--- src/rtl/spi_slave_param.sv ---
// rtl/spi_slave_param.sv - parametrised SPI slave front end with read sequencing and abort reporting
module spi_slave_param #(
  parameter int DATA_W     = 8,
  parameter int LSB_FIRST  = 0,
  parameter int TX_TIMEOUT = 16
) (
  input  logic              clk,
  input  logic              rst_n,
  input  logic              SS_n,
  input  logic              MOSI,
  input  logic              tx_valid,
  input  logic [DATA_W-1:0] tx_data,
  output logic [DATA_W+1:0] rx_data,
  output logic              rx_valid,
  output logic              MISO,
  output logic              busy,
  output logic              frame_err
);

  localparam int FRAME_W = DATA_W + 2;
  localparam int CNT_W   = $clog2(FRAME_W);
  // A zero timeout still needs a one-bit counter so the port-free logic stays legal.
  localparam int WAIT_W  = (TX_TIMEOUT > 0) ? $clog2(TX_TIMEOUT + 1) : 1;

  localparam logic [CNT_W-1:0]  LAST_RX    = CNT_W'(FRAME_W - 1);
  localparam logic [CNT_W-1:0]  LAST_TX    = CNT_W'(DATA_W - 1);
  localparam logic [WAIT_W-1:0] WAIT_LIMIT = WAIT_W'(TX_TIMEOUT);
  localparam logic [1:0]        CMD_RD_ADDR = 2'b10;
  localparam logic [1:0]        CMD_RD_DATA = 2'b11;

  typedef enum logic [2:0] {IDLE, RX, WAIT_TX, TX, DONE} state_t;

  state_t              state, state_nxt;
  logic [CNT_W-1:0]    bit_cnt, bit_cnt_nxt;
  logic [WAIT_W-1:0]   wait_cnt, wait_cnt_nxt;
  logic [DATA_W:0]     shift_reg, shift_nxt;
  logic [DATA_W-1:0]   tx_shift, tx_shift_nxt;
  logic [DATA_W+1:0]   rx_data_nxt;
  logic                rx_valid_nxt, miso_nxt, frame_err_nxt;
  logic                rd_addr_ok, rd_addr_ok_nxt;

  logic [FRAME_W-1:0]  frame_word;
  logic [1:0]          frame_cmd;
  logic [DATA_W-1:0]   payload_raw, payload_nat;
  logic                tx_first_bit, tx_cur_bit;
  logic [DATA_W-1:0]   tx_load_shift, tx_adv_shift;
  logic [WAIT_W-1:0]   wait_inc;
  logic                wait_expired;

  // The frame as it would stand once the bit currently on MOSI is shifted in.
  assign frame_word  = {shift_reg, MOSI};
  assign frame_cmd   = frame_word[FRAME_W-1 -: 2];
  assign payload_raw = frame_word[DATA_W-1:0];

  // An LSB-first payload arrives reversed in the shift register; restore natural order.
  always_comb begin
    payload_nat = payload_raw;
    if (LSB_FIRST != 0) begin
      for (int i = 0; i < DATA_W; i++) begin
        payload_nat[i] = payload_raw[DATA_W-1-i];
      end
    end
  end

  // The tx shifter always presents the next bit at a fixed end, whichever order is selected.
  assign tx_first_bit  = (LSB_FIRST != 0) ? tx_data[0]  : tx_data[DATA_W-1];
  assign tx_load_shift = (LSB_FIRST != 0) ? (tx_data >> 1)  : (tx_data << 1);
  assign tx_cur_bit    = (LSB_FIRST != 0) ? tx_shift[0] : tx_shift[DATA_W-1];
  assign tx_adv_shift  = (LSB_FIRST != 0) ? (tx_shift >> 1) : (tx_shift << 1);

  assign wait_inc     = wait_cnt + WAIT_W'(1);
  assign wait_expired = (TX_TIMEOUT > 0) && (wait_inc == WAIT_LIMIT);

  assign busy = (state != IDLE);

  // Next-state and registered-output decode; counters clear unless the state is held.
  always_comb begin
    state_nxt      = state;
    bit_cnt_nxt    = '0;
    wait_cnt_nxt   = '0;
    shift_nxt      = shift_reg;
    tx_shift_nxt   = tx_shift;
    rx_data_nxt    = rx_data;
    rx_valid_nxt   = 1'b0;
    miso_nxt       = 1'b0;
    frame_err_nxt  = 1'b0;
    rd_addr_ok_nxt = rd_addr_ok;
    case (state)
      IDLE: begin
        if (!SS_n) begin
          shift_nxt   = frame_word[DATA_W:0];
          bit_cnt_nxt = CNT_W'(1);
          state_nxt   = RX;
        end
      end
      RX: begin
        if (SS_n) begin
          state_nxt     = IDLE;
          frame_err_nxt = 1'b1;
        end else begin
          shift_nxt   = frame_word[DATA_W:0];
          bit_cnt_nxt = bit_cnt + CNT_W'(1);
          if (bit_cnt == LAST_RX) begin
            bit_cnt_nxt  = '0;
            rx_data_nxt  = {frame_cmd, payload_nat};
            rx_valid_nxt = 1'b1;
            state_nxt    = DONE;
            if (frame_cmd == CMD_RD_ADDR) begin
              rd_addr_ok_nxt = 1'b1;
            end else if (frame_cmd == CMD_RD_DATA) begin
              rd_addr_ok_nxt = 1'b0;
              if (rd_addr_ok) begin
                state_nxt = WAIT_TX;
              end else begin
                frame_err_nxt = 1'b1;
              end
            end
          end
        end
      end
      WAIT_TX: begin
        if (SS_n) begin
          state_nxt     = IDLE;
          frame_err_nxt = 1'b1;
        end else if (tx_valid) begin
          tx_shift_nxt = tx_load_shift;
          miso_nxt     = tx_first_bit;
          state_nxt    = TX;
        end else if (wait_expired) begin
          frame_err_nxt = 1'b1;
          state_nxt     = DONE;
        end else begin
          wait_cnt_nxt = wait_inc;
        end
      end
      TX: begin
        if (SS_n) begin
          state_nxt     = IDLE;
          frame_err_nxt = 1'b1;
        end else if (bit_cnt == LAST_TX) begin
          state_nxt = DONE;
        end else begin
          miso_nxt     = tx_cur_bit;
          tx_shift_nxt = tx_adv_shift;
          bit_cnt_nxt  = bit_cnt + CNT_W'(1);
        end
      end
      DONE: begin
        if (SS_n) begin
          state_nxt = IDLE;
        end
      end
      default: begin
        state_nxt = IDLE;
      end
    endcase
  end

  // State and output registers; reset wins over any frame in progress.
  always_ff @(posedge clk) begin
    if (!rst_n) begin
      state      <= IDLE;
      bit_cnt    <= '0;
      wait_cnt   <= '0;
      shift_reg  <= '0;
      tx_shift   <= '0;
      rx_data    <= '0;
      rx_valid   <= 1'b0;
      MISO       <= 1'b0;
      frame_err  <= 1'b0;
      rd_addr_ok <= 1'b0;
    end else begin
      state      <= state_nxt;
      bit_cnt    <= bit_cnt_nxt;
      wait_cnt   <= wait_cnt_nxt;
      shift_reg  <= shift_nxt;
      tx_shift   <= tx_shift_nxt;
      rx_data    <= rx_data_nxt;
      rx_valid   <= rx_valid_nxt;
      MISO       <= miso_nxt;
      frame_err  <= frame_err_nxt;
      rd_addr_ok <= rd_addr_ok_nxt;
    end
  end

endmodule

--- config.mk ---
export PLATFORM = sky130hd
export DESIGN_NAME = spi_slave_param
export DESIGN_NICKNAME = d
export VERILOG_FILES = /design/src/rtl/spi_slave_param.sv
export SDC_FILE = /design/constraint.sdc
export NUM_CORES = 1
export LEC_CHECK = 0
export BUFFER_PORTS_ARGS = -buffer_cell sky130_fd_sc_hd__buf_2
export CORE_MARGIN = 2
export CORE_UTILIZATION = 60
export CTS_CLUSTER_DIAMETER = 80
export DETAILED_ROUTE_END_ITERATION = 16
export GPL_TIMING_DRIVEN = 0
export PLACE_DENSITY = 0.94
export SLEW_MARGIN = 5
export SYNTH_ARGS = -nofsm -noshare
export SYNTH_HDL_FRONTEND = slang
export SYNTH_SLANG_ARGS = --single-unit
--- constraint.sdc ---
create_clock -name clk -period 2.7 [get_ports clk]
set_input_delay 0.405 -clock clk [delete_from_list [all_inputs] [get_ports clk]]
set_output_delay 0.405 -clock clk [all_outputs]
set_load 0.005 [all_outputs]
==> impl_metrics.tcl <==
set metrics [dict create \
    antenna_found_initial 0 \
    synth_edf_count 0 \
    p_sw_mw 0.2679 \
    syn_area_um2 1904 \
    gp_congestion 0.8235 \
    async_reset_ff_share_pct 0 \
    clock_power_share_pct 34.3 \
    clockBufferDepth 2 \
    critPathLaunchType "flip-flop" \
    p_sw_share_pct 23.49 \
    cts_buffers 5 \
    vias 1553 \
    leakagePower_nw 0.9321 \
    tritoncts "done" \
    die_w_um 60.34 \
    synth.top_cells.by_count "dfxtp_1, nor2_1, nand2_1" \
    drc_errors 0 \
    worstHoldPathType "in -> reg" \
    clock_latency_ps 360 \
    worstPathArrival_ps 1400 \
    rsz0062_at_grt "no" \
    fin_crit_sh_pct 66.77 \
    die_h_um 60.34 \
    syn_area_per_cell_um2 9.335 \
    ant_nets 0 \
    post_cts_resized 0 \
    nets 253 \
    cp.required_ps 2300 \
    drive_above_1_share_pct 22.69 \
    syn_nets 220 \
    via_per_inst 5.507 \
    finalCriticalPeriod_ps 1803 \
    grt_max_degree 13 \
    reg2reg_depth 4 \
    hold_viol 0 \
    antenna_cells 0 \
    cp_max_fo 10 \
    path_clk_slew_ps 110 \
    synth_cells 204 \
    fmax_ghz 0.5547 \
    slew_viol_final 0 \
    post-dp-hpwl_um 2741 \
    cts_htree_levels 2 \
    syn2layout_area_growth_pct 13.67 \
    crit_type "reg -> out" \
    pin_count 27 \
    finClkSkew_ps 6.259 \
    max-cap-violations 0 \
    cp-end-kind "primary output" \
    internal_power_mw 0.8726 \
    grt_pass1_wl_um 6299 \
    postCtsSetupRepairBufs 0 \
    status "complete, no violations" \
    synth_most_common_cell "dfxtp_1" \
    core-area_um2 3028 \
    wl_um 3871 \
    placed_cells 274 \
    ys.flop_type "dfxtp_1" \
    slew_headroom_pct 56.60 \
    ys_top_cells_by_area "dfxtp_1, mux2i_1, nor2_1, nand2_1, a21oi_1" \
    cts_root_buf "clkbuf_4" \
    grtUsageTotal_pct 23.73 \
    routedWlPerCell_um 13.73 \
    synth_top_area_cell "dfxtp_1" \
    gr-total-overflow 0 \
    layout.cells.non_filler 282 \
    tns_ps 0 \
    ys_warn_count 0 \
    drtIter0Drc 58 \
    pwr-share-seq_pct 55.6 \
    ir_worst_vdd_uv 330.6 \
    cts.sinks 42 \
    comb_power_share_pct 10.0 \
    ys_seq_area_share_pct 44.15 \
    ys_ff_latch 42 \
    start_util_pct 62.89 \
    drt_first_pass_iters 4 \
    largest_register_ffs 10 \
    synth_cell_types 41 \
    die_area_um2 3640 \
    synth_top_area_share_pct 44.15 \
    grt_pass1_vias 1470 \
    port_buffers 26 \
    powerDensity_nw_per_um2 526.9 \
    hold_buffers 0 \
    rows 20 \
    setup_viol 0 \
    tightest_slew_ps 645.0 \
    min_path_cells 3 \
]
==> final timing paths <==
kind	from	to	slack, ps
setup / recovery	state[2]$_SDFFE_PN0P_	busy	900
hold / removal	tx_data[0]	tx_shift[1]$_SDFFE_PN0P_	290
setup reg to reg	state[1]$_SDFFE_PN0P_	wait_cnt[3]$_SDFF_PP0_	910
hold reg to reg	tx_shift[1]$_SDFFE_PN0P_	tx_shift[1]$_SDFFE_PN0P_	480
==> critical path: stages (launching register included) <==
cell and delay (ps):
dfxtp_1 370, buf_2 200, nor3_1 280, inv_1 60, buf_2 120
==> layout by cell type (no fill, tap or decap), types with 3 or more instances in the layout <==
cell	instances
dfxtp_1	42
buf_2	28
nor2_1	26
nand2_1	24
mux2i_1	17
a21oi_1	13
nand3_1	7
inv_1	6
clkbuf_1	6
a211oi_2	5
clkbuf_4	5
nor3_1	4
xor2_1	4
buf_4	3
nand2b_1	3
nor2b_1	3
or3_1	3
o21ai_0	3
o21ai_1	3
ha_1	3
==> stage by stage <==
step                power, mW  utilization (%)  setup WS [ps]  area (um^2)  hold slack, ps
floorplan              0.7302                -           1143         1904           441.6
global placement       0.7586            69.01          863.4         2090           455.5
detailed placement     0.7612            69.01          750.3         2090           461.9
CTS                     1.141            71.49          900.6         2165           289.8
global route            1.183            71.49          799.9         2165           292.8
finish                  1.140            71.49          897.3         2165           286.8
==> logic make-up after synthesis <==
| kind of cell | Yosys count | synth area share (%) |
|---|---|---|
| AND/OR/NAND/NOR | 86 | 23.72 |
| flip-flops | 42 | 44.15 |
| AO/OA/AOI/OAI | 34 | 14.06 |
| buffers and inverters | 17 | 4.862 |
| multiplexers | 17 | 8.935 |
| XOR/XNOR | 5 | 2.300 |
| adder cells (fa/ha/maj) | 3 | 1.971 |
==> power groups by stage <==
stage	clock network (mW)	registers, mW	logic [mW]
finish	0.391	0.635	0.114
global route	0.421	0.636	0.126
CTS	0.393	0.635	0.113
detailed placement	0	0.649	0.112
global placement	0	0.648	0.110
floorplan	0	0.648	0.0827
==> routing by layer <==
layer / track usage, % / up-vias / wire length, um
met5: 0 / - / 0
met4: 11.43 / 0 / 100
met3: 7.249 / 12 / 184
met2: 40.06 / 48 / 1919
met1: 27.42 / 719 / 1666
li1: - / 774 / -
==> cell type report <==
cell class,instances,area (um^2)
multi-input cells,145,970.9
fillers,236,863.3
flip-flops and latches,42,840.8
repair buffers,26,130.1
plain buffers,11,70.07
well taps,44,55.05
clock buffers,7,45.04
clock inverters,1,30.03
inverters,6,22.52
No activity file was read; power rests on OpenSTA's default activity.
